`config.mk`:
```
export PLATFORM = sky130hd
export DESIGN_NAME = fetch_queue
export DESIGN_NICKNAME = d
export VERILOG_FILES = /design/src/rtl/fetch_queue.sv
export SDC_FILE = /design/constraint.sdc
export NUM_CORES = 1
export LEC_CHECK = 0
export ABC_AREA = 1
export BUFFER_PORTS_ARGS = -buffer_cell sky130_fd_sc_hd__buf_2
export CAP_MARGIN = 15
export CORE_MARGIN = 2
export CORE_UTILIZATION = 50
export CTS_BUF_LIST = sky130_fd_sc_hd__clkbuf_4
export CTS_CLUSTER_DIAMETER = 60
export CTS_CLUSTER_SIZE = 40
export DETAILED_ROUTE_END_ITERATION = 7
export GPL_TIMING_DRIVEN = 1
export PLACE_DENSITY = 0.81
export SYNTH_ARGS = -nofsm -noshare
export SYNTH_HDL_FRONTEND = slang
export SYNTH_SLANG_ARGS = --single-unit
```
`constraint.sdc`:
```
create_clock -name Clk -period 4.68 [get_ports Clk]
set_clock_uncertainty 0.2 [all_clocks]
set_input_delay 0.936 -clock Clk [delete_from_list [all_inputs] [get_ports Clk]]
set_output_delay 0.936 -clock Clk [all_outputs]
set_load 0.03 [all_outputs]
```
`src/rtl/fetch_queue.sv`:
```
// Instruction fetch queue between instruction memory and decode.
// Holds {PC, instruction} pairs first-word-fall-through and drops them all on a front-end flush.
module fetch_queue #(
  parameter int DEPTH = 4,
  parameter int DW    = 32,
  parameter int AW    = 32
) (
  input  logic                     Clk,
  input  logic                     Reset,
  input  logic                     Flush,
  input  logic                     InValid,
  output logic                     InReady,
  input  logic [AW-1:0]            PCIn,
  input  logic [DW-1:0]            InstrIn,
  output logic                     OutValid,
  input  logic                     OutReady,
  output logic [AW-1:0]            PCOut,
  output logic [AW-1:0]            PCPlus4Out,
  output logic [DW-1:0]            InstrOut,
  output logic [$clog2(DEPTH):0]   Count,
  output logic                     Full,
  output logic                     Empty
);

  localparam int PW = $clog2(DEPTH);
  localparam int CW = PW + 1;

  logic [AW+DW-1:0] mem_reg [DEPTH];
  logic [PW-1:0]    wr_ptr_reg, wr_ptr_next;
  logic [PW-1:0]    rd_ptr_reg, rd_ptr_next;
  logic [CW-1:0]    count_reg, count_next;
  logic             full, empty, push, pop;
  logic [AW+DW-1:0] head;
  logic [AW-1:0]    head_pc;

  always_comb begin
    full  = (count_reg == CW'(DEPTH));
    empty = (count_reg == '0);
    // Flush suppresses any handshake presented on the same edge.
    push  = InValid & ~full & ~Flush;
    pop   = OutReady & ~empty & ~Flush;
  end

  always_comb begin
    wr_ptr_next = wr_ptr_reg;
    rd_ptr_next = rd_ptr_reg;
    count_next  = count_reg;
    if (Flush) begin
      wr_ptr_next = '0;
      rd_ptr_next = '0;
      count_next  = '0;
    end else begin
      if (push) wr_ptr_next = wr_ptr_reg + PW'(1);
      if (pop)  rd_ptr_next = rd_ptr_reg + PW'(1);
      if (push && !pop)      count_next = count_reg + CW'(1);
      else if (pop && !push) count_next = count_reg - CW'(1);
    end
  end

  always_ff @(posedge Clk or posedge Reset) begin
    if (Reset) begin
      wr_ptr_reg <= '0;
      rd_ptr_reg <= '0;
      count_reg  <= '0;
    end else begin
      wr_ptr_reg <= wr_ptr_next;
      rd_ptr_reg <= rd_ptr_next;
      count_reg  <= count_next;
    end
  end

  // Storage needs no reset: every read of it is masked while the queue is empty.
  always_ff @(posedge Clk) begin
    if (push) mem_reg[wr_ptr_reg] <= {PCIn, InstrIn};
  end

  always_comb begin
    head       = mem_reg[rd_ptr_reg];
    head_pc    = head[AW+DW-1:DW];
    PCOut      = empty ? '0 : head_pc;
    PCPlus4Out = empty ? '0 : head_pc + AW'(4);
    InstrOut   = empty ? '0 : head[DW-1:0];
    InReady    = ~full;
    OutValid   = ~empty;
    Count      = count_reg;
    Full       = full;
    Empty      = empty;
  end

endmodule

```
==> metrics.csv, run 1 <==
metric,value,unit
CTS H-Tree Depth,1,
Die Ht,160,um
Switching Share,46.0,%
first-pass GRT wire length,45100,um
cell-internal power,0.00398,W
vias in the first global route,8861,
global route overflow,0,
CTS Buffer Depth,3,
row count,56,
number of flops mapped to enable cells by yosys,256,
Final Hold Viols,0,
filler cell count,2015,
Final Cell Area,13700,sq um
Core ar.,23600,sq um
Hold WS,0.231,ns
Storage cell area,7870,sq um
min-delay worst type,in2reg,
CP startpoint kind,flip-flop,
Final Net Count,1463,
Least-Margin Pin Slew,1.00,ns
slew margin rel.,33.3,%
Synthesized Nets,1306,
dpl cell area,13200,sq um
maximum vdd ir drop,0.461,mV
"FFs w/ async S/R, synth",2.66,%
sequential share of the synthesized area,65.0,%
"Avg Cell Area, Syn",9.83,sq um
Final Critical Period,4.46,ns
Skew-Pair Late Insertion Delay,0.68,ns
final number of max-transition violations,0,
dpl cells,1679,
DIE AREA,25500,sq um
"commonest cells after routing, fill and taps aside","nand2_1, edfxtp_1, nor2_1, buf_2, o21ai_0",
Num Clock Sinks,263,
Initial Utilization,51.2,%
multi-input logic area,3740,sq um
Gate power share,46.5,%
share of layout cells above drive strength 1,18.9,%
area delta synth->final,13.1,%
Initial DRC Count,855,
total number of vias,9218,
antenna violations before repair,6,
CP Data Arrival Time,3.32,ns
sequential power share,37.7,%
Routed WL,29100,um
max-cap viol count,0,
Leak,5.57,nW
Finished Layout Cells,1725,
buffers added on ports,171,
clock network fraction of total power,15.8,%
Cells after Synth,1231,
"worst slack, placed",0.633,ns
Post-Syn Area,12100,sq um
GRT Util Overall,22.2,%
Post-route DRC,0,
routed vias/inst,5.34,
Largest register FFs,256,
dpl hpwl,18600,um
GPL Wtd Cong,0.959,
final setup TNS,0,ns
final worst-path cycle share,95.2,%
Die W,160,um
post-route antenna net violation count,0,
TritonCTS clock tree,done,
root buf cell,clkbuf_4,
DR pass1 iterations,5,
Routed wire per std cell,16.9,um
#FFs+latches synth,263,
Power Dens Cells,538,nW/um^2
clock buffer count from CTS,20,
Yosys Warn Count,0,
status,finished clean,
"Max FO, Critical Path",29,
largest net degree at the start of global routing,65,
Crit. End Element,output port,
FMAX,224,MHz
worst setup path class,reg2out,
clock slew at reported path FFs,0.22,ns
count of final setup violators,0,
io pins,172,
"most common cell after layout, fill and taps aside",nand2_1,
Netlist cell types,31,
Required @ worst endpoint,3.54,ns
ys flop type,edfxtp_1,
Switch Pwr,0.00339,W
setup ws final,0.224,ns
kinds of logic (layout without fill, tap and decap cells):
kind of cell,after synthesis,count (layout),share of synthesized area [%]
compound gates,139,139,5.87
xor+xnor,4,4,0.290
fa+ha+maj,6,6,0.682
buf+inv,112,283,4.39
flops,263,263,65.0
other cells,0,4,0
simple gates,707,707,23.8
power groups by stage:
| stage | logic (W) | clock network, W | registers (W) |
|---|---|---|---|
| floorplan | 0.00240 | 0 | 0.00284 |
| global placement | 0.00331 | 0 | 0.00284 |
| detailed placement | 0.00335 | 0 | 0.00284 |
| CTS | 0.00339 | 0.00119 | 0.00279 |
| global route | 0.00369 | 0.00128 | 0.00279 |
| finish | 0.00343 | 0.00116 | 0.00278 |
final timing paths:
check | from | endpoint | slack (ns) | cells past startpoint
min in group asynchronous | Reset | rd_ptr_reg[1] | 0.50 | 3
worst min register to register | wr_ptr_reg[1] | wr_ptr_reg[1] | 0.37 | 2
max in group asynchronous | Reset | rd_ptr_reg[0] | 3.54 | 3
worst min-delay path | InstrIn[0] | mem_reg[3][0] | 0.23 | 1
worst max register to register | Count[0] | mem_reg[1][60] | 1.93 | 7
worst max-delay path | rd_ptr_reg[1] | PCPlus4Out[31] | 0.22 | 11
metal layers:
metal,GRT usage [%],vias to the layer above,share of wire (%)
met5,0,-,0.15
met4,6.69,6,2.5
met3,4.51,63,8.5
met2,38.5,399,48
met1,28.3,4312,41
li1,-,4438,-
area by class of cell:
type	count	share of cell area (%)
diodes	4	0.0731
clock buffers	24	1.32
clock inverters	12	1.28
inverters	53	1.54
multi-input cells	856	27.3
flip-flops and latches	263	57.5
well taps	319	2.92
repair buffers	194	8.10
through the flow:
step / util [%] / power (W)
3_3_place_gp: 56.0 / 0.00615
4_1_cts: 57.7 / 0.00737
6_report: 58.0 / 0.00737
3_5_place_dp: 56.0 / 0.00619
2_1_floorplan: - / 0.00524
5_1_grt: 58.0 / 0.00776
critical path, stage by stage (launching register included):
cell	delay, ns
dfrtp_4	0.66
inv_2	0.18
buf_4	0.35
nand2_1	0.09
nand2_1	0.23
nand2_1	0.12
nor2_1	0.18
nand2_1	0.09
nor2_1	0.23
a21oi_1	0.10
nor2_1	0.17
buf_2	0.22
timing repair:
| item | CTS | global route |
|---|---|---|
| resized for setup | 2 | 3 |
| hold buffers | 1 | 0 |
| buffers inserted | 0 | 4 |
| setup endpoints to repair | 11 | 18 |
| pin swaps | 0 | 1 |
| hold endpoints to repair | 7 | 0 |
| cloned | 1 | 0 |
synth_stat cells, drive strengths merged (2+ instances only):
cell type,number,area (sq um)
o211ai,2,15.0
o21ai,85,425
nor3,4,20.0
nand2,360,1380
dfrtp,7,175
inv,53,199
xor2,3,26.3
nand3,79,408
buf,48,292
o22ai,2,12.5
edfxtp,256,7690
nor2,263,1060
clkbuf,11,41.3
ha,5,62.6
a21oi,47,235
No activity file was read; power rests on OpenSTA's default activity.
==> run 2, diff against run 1 <==
ABC_AREA = default   (was 1)
PLACE_DENSITY = 0.79   (was 0.81)
==> run 2 against run 1 <==
- largest power group unchanged
- count of clock-buffer cells in the layout is 7 lower
- largest cell class unchanged
- setup slack worse by 0.14 ns
- core utilization is 0.48 points higher
- routed wire length is 23% lower
- hold slack worse by 0.020 ns
- register-to-register slack worse by 0.02 ns
- cell count is 38% lower
- design area is 7.4% lower
- power is 0.18% lower
==> metrics.csv, run 2 <==
metric,value,unit,change
met2 Usage GRT,32.8,%,was 38.5%
Final Util,58.5,%,was 58.0%
Die W,152,um,was 160 um
dpl cell area,12100,sq um,was 13200 sq um
ys flop type,edfxtp_1,,unchanged
maximum vdd ir drop,0.442,mV,was 0.461 mV
status,finished clean,,unchanged
"Max FO, Critical Path",5,,was 29
row count,54,,was 56
Routed WL,22500,um,was 29100 um
CTS Buffer Depth,3,,unchanged
sequential share of the synthesized area,71.7,%,was 65.0%
routed vias/inst,5.58,,was 5.34
Initial DRC Count,405,,was 855
Power Dens Cells,580,nW/um^2,was 538 nW/um^2
CTS H-Tree Depth,1,,unchanged
Post-synth top cells,"edfxtp_1, and2_1, mux4_2",,"was nand2_1, edfxtp_1, nor2_1"
root buf cell,clkbuf_4,,unchanged
Num Clock Sinks,263,,unchanged
Area contributors post-synth,"edfxtp_1, mux4_2, and2_1",,"was edfxtp_1, nand2_1, nor2_1"
Core ar.,21700,sq um,was 23600 sq um
Crit. End Element,output port,,unchanged
Least-Margin Pin Slew,1.03,ns,was 1.00 ns
Final Hold Viols,0,,unchanged
"FFs w/ async S/R, synth",2.66,%,unchanged
antenna violations before repair,4,,was 6
Yosys Warn Count,0,,unchanged
Initial Utilization,50.6,%,was 51.2%
final setup TNS,0,ns,unchanged
post-route antenna net violation count,0,,unchanged
Final Cell Area,12700,sq um,was 13700 sq um
slew margin rel.,31.5,%,was 33.3%
setup ws final,0.0823,ns,was 0.224 ns
"worst slack, placed",0.430,ns,was 0.633 ns
clock buffer count from CTS,16,,was 20
vias in the first global route,6223,,was 8861
final number of max-transition violations,0,,unchanged
final worst-path cycle share,98.2,%,was 95.2%
GPL Wtd Cong,0.880,,was 0.959
top cell type's share of synthesized area,70.1,%,was 63.5%
Finished Layout Cells,1066,,was 1725
io pins,172,,unchanged
Required @ worst endpoint,3.54,ns,about the same
"Avg Cell Area, Syn",18.5,sq um,was 9.83 sq um
first-pass GRT wire length,34900,um,was 45100 um
Netlist cell types,45,,was 31
Skew-Pair Late Insertion Delay,0.65,ns,was 0.68 ns
Cells after Synth,593,,was 1231
Post-Syn Area,11000,sq um,was 12100 sq um
TritonCTS clock tree,done,,unchanged
"commonest cells after routing, fill and taps aside","edfxtp_1, buf_2, and2_1, mux4_2, nor2_1",,"was nand2_1, edfxtp_1, nor2_1, buf_2, o21ai_0"
number of flops mapped to enable cells by yosys,256,,unchanged
#FFs+latches synth,263,,unchanged
total number of vias,5949,,was 9218
GR Util met1,26.2,%,was 28.3%
RSZ-0062 raised after global routing,yes,,
Post-route DRC,0,,unchanged
buffers added on ports,171,,unchanged
Reg2Reg Depth,9,,was 7
GRT Util Overall,19.3,%,was 22.2%
Leak,4.42,nW,was 5.57 nW
CP startpoint kind,flip-flop,,unchanged
"most common cell after layout, fill and taps aside",edfxtp_1,,was nand2_1
worst setup path class,reg2out,,unchanged
most common cell in the netlist,edfxtp_1,,was nand2_1
largest net degree at the start of global routing,66,,was 65
Final Net Count,849,,was 1463
min-delay worst type,in2reg,,unchanged
clock slew at reported path FFs,0.28,ns,was 0.22 ns
CP Data Arrival Time,3.46,ns,was 3.32 ns
Die Ht,152,um,was 160 um
Synthesized Nets,668,,was 1306
hold path cells,1,,unchanged
Final Critical Period,4.60,ns,was 4.46 ns
dpl cells,1020,,was 1679
global route overflow,0,,unchanged
max-cap viol count,0,,unchanged
GR peak layer,met2,,unchanged
met3 Track Usage GR,4.51,%,about the same
count of final setup violators,0,,unchanged
FMAX,218,MHz,was 224 MHz
Largest register FFs,256,,unchanged
area delta synth->final,15.6,%,was 13.1%
DR pass1 iterations,4,,was 5
DIE AREA,23100,sq um,was 25500 sq um
share of layout cells above drive strength 1,38.9,%,was 18.9%
Routed wire per std cell,21.1,um,was 16.9 um
biggest area consumer among synthesized cells,edfxtp_1,,unchanged
dpl hpwl,13600,um,was 18600 um
[run 2: cell types whose count changed after synthesis, sizes merged, moves of 8 or more]
cell and delta:
a21oi -38, and2 +73, buf -30, inv -41, mux2 +8, mux4 +63, nand2 -345, nand3 -70
nor2 -232, o21ai -78, xnor2 +11
[run 2: logic make-up after synthesis]
group / after synthesis / share of synthesized area [%]
multiplexers: 74 / 14.3
AND/OR/NAND/NOR: 167 / 8.73
adder cells (fa/ha/maj): 6 / 0.753
AO/OA/AOI/OAI: 24 / 1.27
XOR/XNOR: 17 / 1.36
flip-flops: 263 / 71.7
buffers and inverters: 42 / 1.84
[run 2: metal layers]
metal / vias to the layer above / part of all wire (%)
li1: 2708 / -
met1: 2994 / 42
met2: 218 / 49
met3: 25 / 7.4
met4: 4 / 1.2
met5: - / 0.13
[run 2: power breakdown]
| part | internal, W | total [W] | leakage, nW | switching [W] |
|---|---|---|---|---|
| Combinational | 0.00125 | 0.00348 | 1.86 | 0.00223 |
| Sequential | 0.00275 | 0.00281 | 2.41 | 0.0000664 |
| Clock | 0.000264 | 0.00106 | 0.150 | 0.000800 |
| Total | 0.00426 | 0.00736 | 4.42 | 0.00310 |
[run 2: what timing repair did]
item,CTS,global route
hold endpoints to repair,7,0
pin swaps,2,7
setup buffers,10,4
gates cloned,1,0
endpoints found under the setup margin,15,11
hold buffers,1,0
resized for setup,18,12
[run 2: final timing paths]
path | startpoint | to | slack [ns]
hold / removal | PCIn[0] | mem_reg[0][32] | 0.21
setup reg to reg | Count[2] | Count[2] | 1.91
max in group asynchronous | Reset | wr_ptr_reg[1] | 3.44
min in group asynchronous | Reset | rd_ptr_reg[0] | 0.54
setup / recovery | rd_ptr_reg[0] | PCPlus4Out[18] | 0.08
hold reg to reg | wr_ptr_reg[1] | wr_ptr_reg[1] | 0.40
[run 2: critical path: stages (launching register included)]
cell and delay [ns]:
dfrtp_4 0.59, buf_12 0.16, mux4_2 0.37, ha_4 0.17, nand2_4 0.05, or4_4 0.58
or4_4 0.57, a21oi_4 0.15, buf_6 0.15
[run 2: final cells by class]
| cell class | instances | area (sq um) |
|---|---|---|
| timing repair buffer | 193 | 1150 |
| fill | 1639 | 9010 |
| tap | 280 | 350 |
| inverter | 12 | 45.0 |
| clock buffer | 17 | 128 |
| multi-input combinational | 288 | 2970 |
| antenna | 2 | 5.00 |
| sequential | 263 | 7870 |
| clock inverter | 11 | 164 |
[run 2: metrics by stage]
step                      power (W)  hold slack [ns]
after floorplan             0.00526            0.343
after global placement      0.00612            0.369
after detailed placement    0.00615            0.380
after CTS                   0.00738            0.158
after global routing        0.00772            0.175
final                       0.00736            0.211
==> run 3, diff against run 2 <==
CTS_BUF_LIST = default   (was sky130_fd_sc_hd__clkbuf_4)
==> run 3 against run 2 <==
- count of clock-buffer cells in the layout unchanged
- highest routed layer unchanged
- combinational power decreased by 3%
- largest cell class unchanged
- critical path type unchanged
- via count increased by 0.25%
- setup slack improved by 0.040 ns
- sequential cell count unchanged
- critical path depth increased by 1
- critical endpoint is now PCPlus4Out[16]
==> metrics.csv, run 3 (synthesized netlist as in run 2, its figures left out) <==
metric,value,unit,change
status,finished clean,,unchanged
Initial Utilization,50.6,%,unchanged
CP Launch Point,rd_ptr_reg[0],,unchanged
Largest register FFs,256,,unchanged
slew margin rel.,31.7,%,was 31.5%
io pins,172,,unchanged
Skew-Pair Late Insertion Delay,0.49,ns,was 0.65 ns
Leak,4.50,nW,was 4.42 nW
Post-route DRC,0,,unchanged
CTS Buffer Depth,3,,unchanged
max-cap viol count,0,,unchanged
DIE AREA,23100,sq um,unchanged
first-pass GRT wire length,34400,um,was 34900 um
Core ar.,21700,sq um,unchanged
Final Net Count,844,,was 849
global route overflow,0,,unchanged
worst setup path class,reg2out,,unchanged
CP top delay family,simple AND/OR/NAND/NOR gates,,unchanged
Hold Buf Count CTS,0,,was 1
final number of max-transition violations,0,,unchanged
Required @ worst endpoint,3.54,ns,about the same
min-delay worst type,in2async,,was in2reg
GPL Wtd Cong,0.880,,unchanged
buffers added on ports,171,,unchanged
TritonCTS clock tree,done,,unchanged
count of final setup violators,0,,unchanged
FMAX,219,MHz,was 218 MHz
Least-Margin Pin Slew,1.02,ns,was 1.03 ns
largest net degree at the start of global routing,66,,unchanged
"commonest cells after routing, fill and taps aside","edfxtp_1, buf_2, and2_1, mux4_2, nor2_1",,unchanged
worst r2r src,Count[2],,unchanged
clock buffer count from CTS,16,,unchanged
"Max FO, Critical Path",7,,was 5
clock slew at reported path FFs,0.10,ns,was 0.28 ns
Num Clock Sinks,263,,unchanged
dpl cells,1020,,unchanged
most used cell along the critical path,buf_4,,was or4_4
Final Hold Viols,0,,unchanged
WP buf/inv,4,,was 2
antenna violations before repair,3,,was 4
CTS H-Tree Depth,1,,unchanged
Worst path max stage delay,0.59,ns,about the same
CP startpoint kind,flip-flop,,unchanged
Die Ht,152,um,unchanged
dpl hpwl,13600,um,unchanged
final worst-path cycle share,97.4,%,was 98.2%
area delta synth->final,17.0,%,was 15.6%
Die W,152,um,unchanged
Crit. End Element,output port,,unchanged
Initial DRC Count,348,,was 405
DR pass1 iterations,5,,was 4
share of layout cells above drive strength 1,37.5,%,was 38.9%
total number of vias,5964,,was 5949
CP cell instances,"clkbuf_4, buf_4, mux4_2, nand4_4, or4_4, buf_4, or4_1, nand2_1, buf_2",,"was buf_12, mux4_2, ha_4, nand2_4, or4_4, or4_4, a21oi_4, buf_6"
vias in the first global route,6114,,was 6223
post-route antenna net violation count,0,,unchanged
CP Data Arrival Time,3.42,ns,was 3.46 ns
row count,54,,unchanged
Finished Layout Cells,1061,,was 1066
Final Critical Period,4.56,ns,was 4.60 ns
maximum vdd ir drop,0.418,mV,was 0.442 mV
root buf cell,clkbuf_16,,was clkbuf_4
filler cell count,1632,,was 1639
"most common cell after layout, fill and taps aside",edfxtp_1,,unchanged
Routed wire per std cell,21.0,um,was 21.1 um
final setup TNS,0,ns,unchanged
CP max stage cell,or4_4,,was dfrtp_4
GRT Util Overall,19.1,%,was 19.3%
routed vias/inst,5.62,,was 5.58
Power Dens Cells,608,nW/um^2,was 580 nW/um^2
Routed WL,22200,um,was 22500 um
run 3: cell types whose count changed in the layout (fill, tap and decap cells not counted), moves of 2 or more:
cell and delta:
buf_2 +4, mux4_2 -2, or4_1 +3, clkbuf_16 +18, clkbuf_4 -16, buf_4 -2, buf_6 -3, or4_4 -3
mux4_1 +2, nand2_1 +2, buf_12 -2
run 3: power breakdown:
| part | switching (W) | internal, W |
|---|---|---|
| clock network | 0.000863 | 0.000743 |
| logic | 0.00220 | 0.00118 |
| registers | 0.0000615 | 0.00275 |
run 3: path summary, 6_finish.rpt:
path,endpoint,slack (ns),cells past startpoint
worst min-delay path,rd_ptr_reg[0],0.19,2
max in group asynchronous,rd_ptr_reg[1],3.81,2
worst max register to register,Count[2],1.93,9
worst min register to register,wr_ptr_reg[1],0.39,2
min in group Clk,wr_ptr_reg[1],0.39,2
worst max-delay path,PCPlus4Out[16],0.12,9
run 3: per-stage QoR:
stage | hold slack, ns | util [%] | cell area, sq um | total power [W] | setup WS [ns]
2_1_floorplan | 0.343 | - | 11000 | 0.00526 | 0.369
3_3_place_gp | 0.369 | 55.7 | 12100 | 0.00612 | 0.447
3_5_place_dp | 0.380 | 55.7 | 12100 | 0.00615 | 0.430
4_1_cts | 0.172 | 58.5 | 12700 | 0.00777 | 0.0215
5_1_grt | 0.184 | 59.1 | 12800 | 0.00817 | -0.00828
6_report | 0.191 | 59.1 | 12800 | 0.00780 | 0.122
run 3: timing repair:
item	CTS	global route
endpoints found under the setup margin	8	8
gates cloned	0	1
setup buffers	1	9
pin swaps	0	1
resized for setup	1	7
run 3: layout make-up:
type / count / area, sq um / area share [%]
Sequential cell: 263 / 7870 / 61.4
Tap cell: 280 / 350 / 2.73
Multi-Input combinational cell: 288 / 2920 / 22.8
Inverter: 12 / 45.0 / 0.351
Antenna cell: 2 / 5.00 / 0.0390
Clock buffer: 17 / 425 / 3.32
Timing Repair Buffer: 188 / 1040 / 8.13
Clock inverter: 11 / 164 / 1.28
run 3: per-layer routing:
| layer | global-route usage [%] | wire length (um) |
|---|---|---|
| met5 | 0 | 27 |
| met4 | 3.83 | 304 |
| met3 | 4.45 | 1630 |
| met2 | 31.8 | 10900 |
| met1 | 26.2 | 9390 |
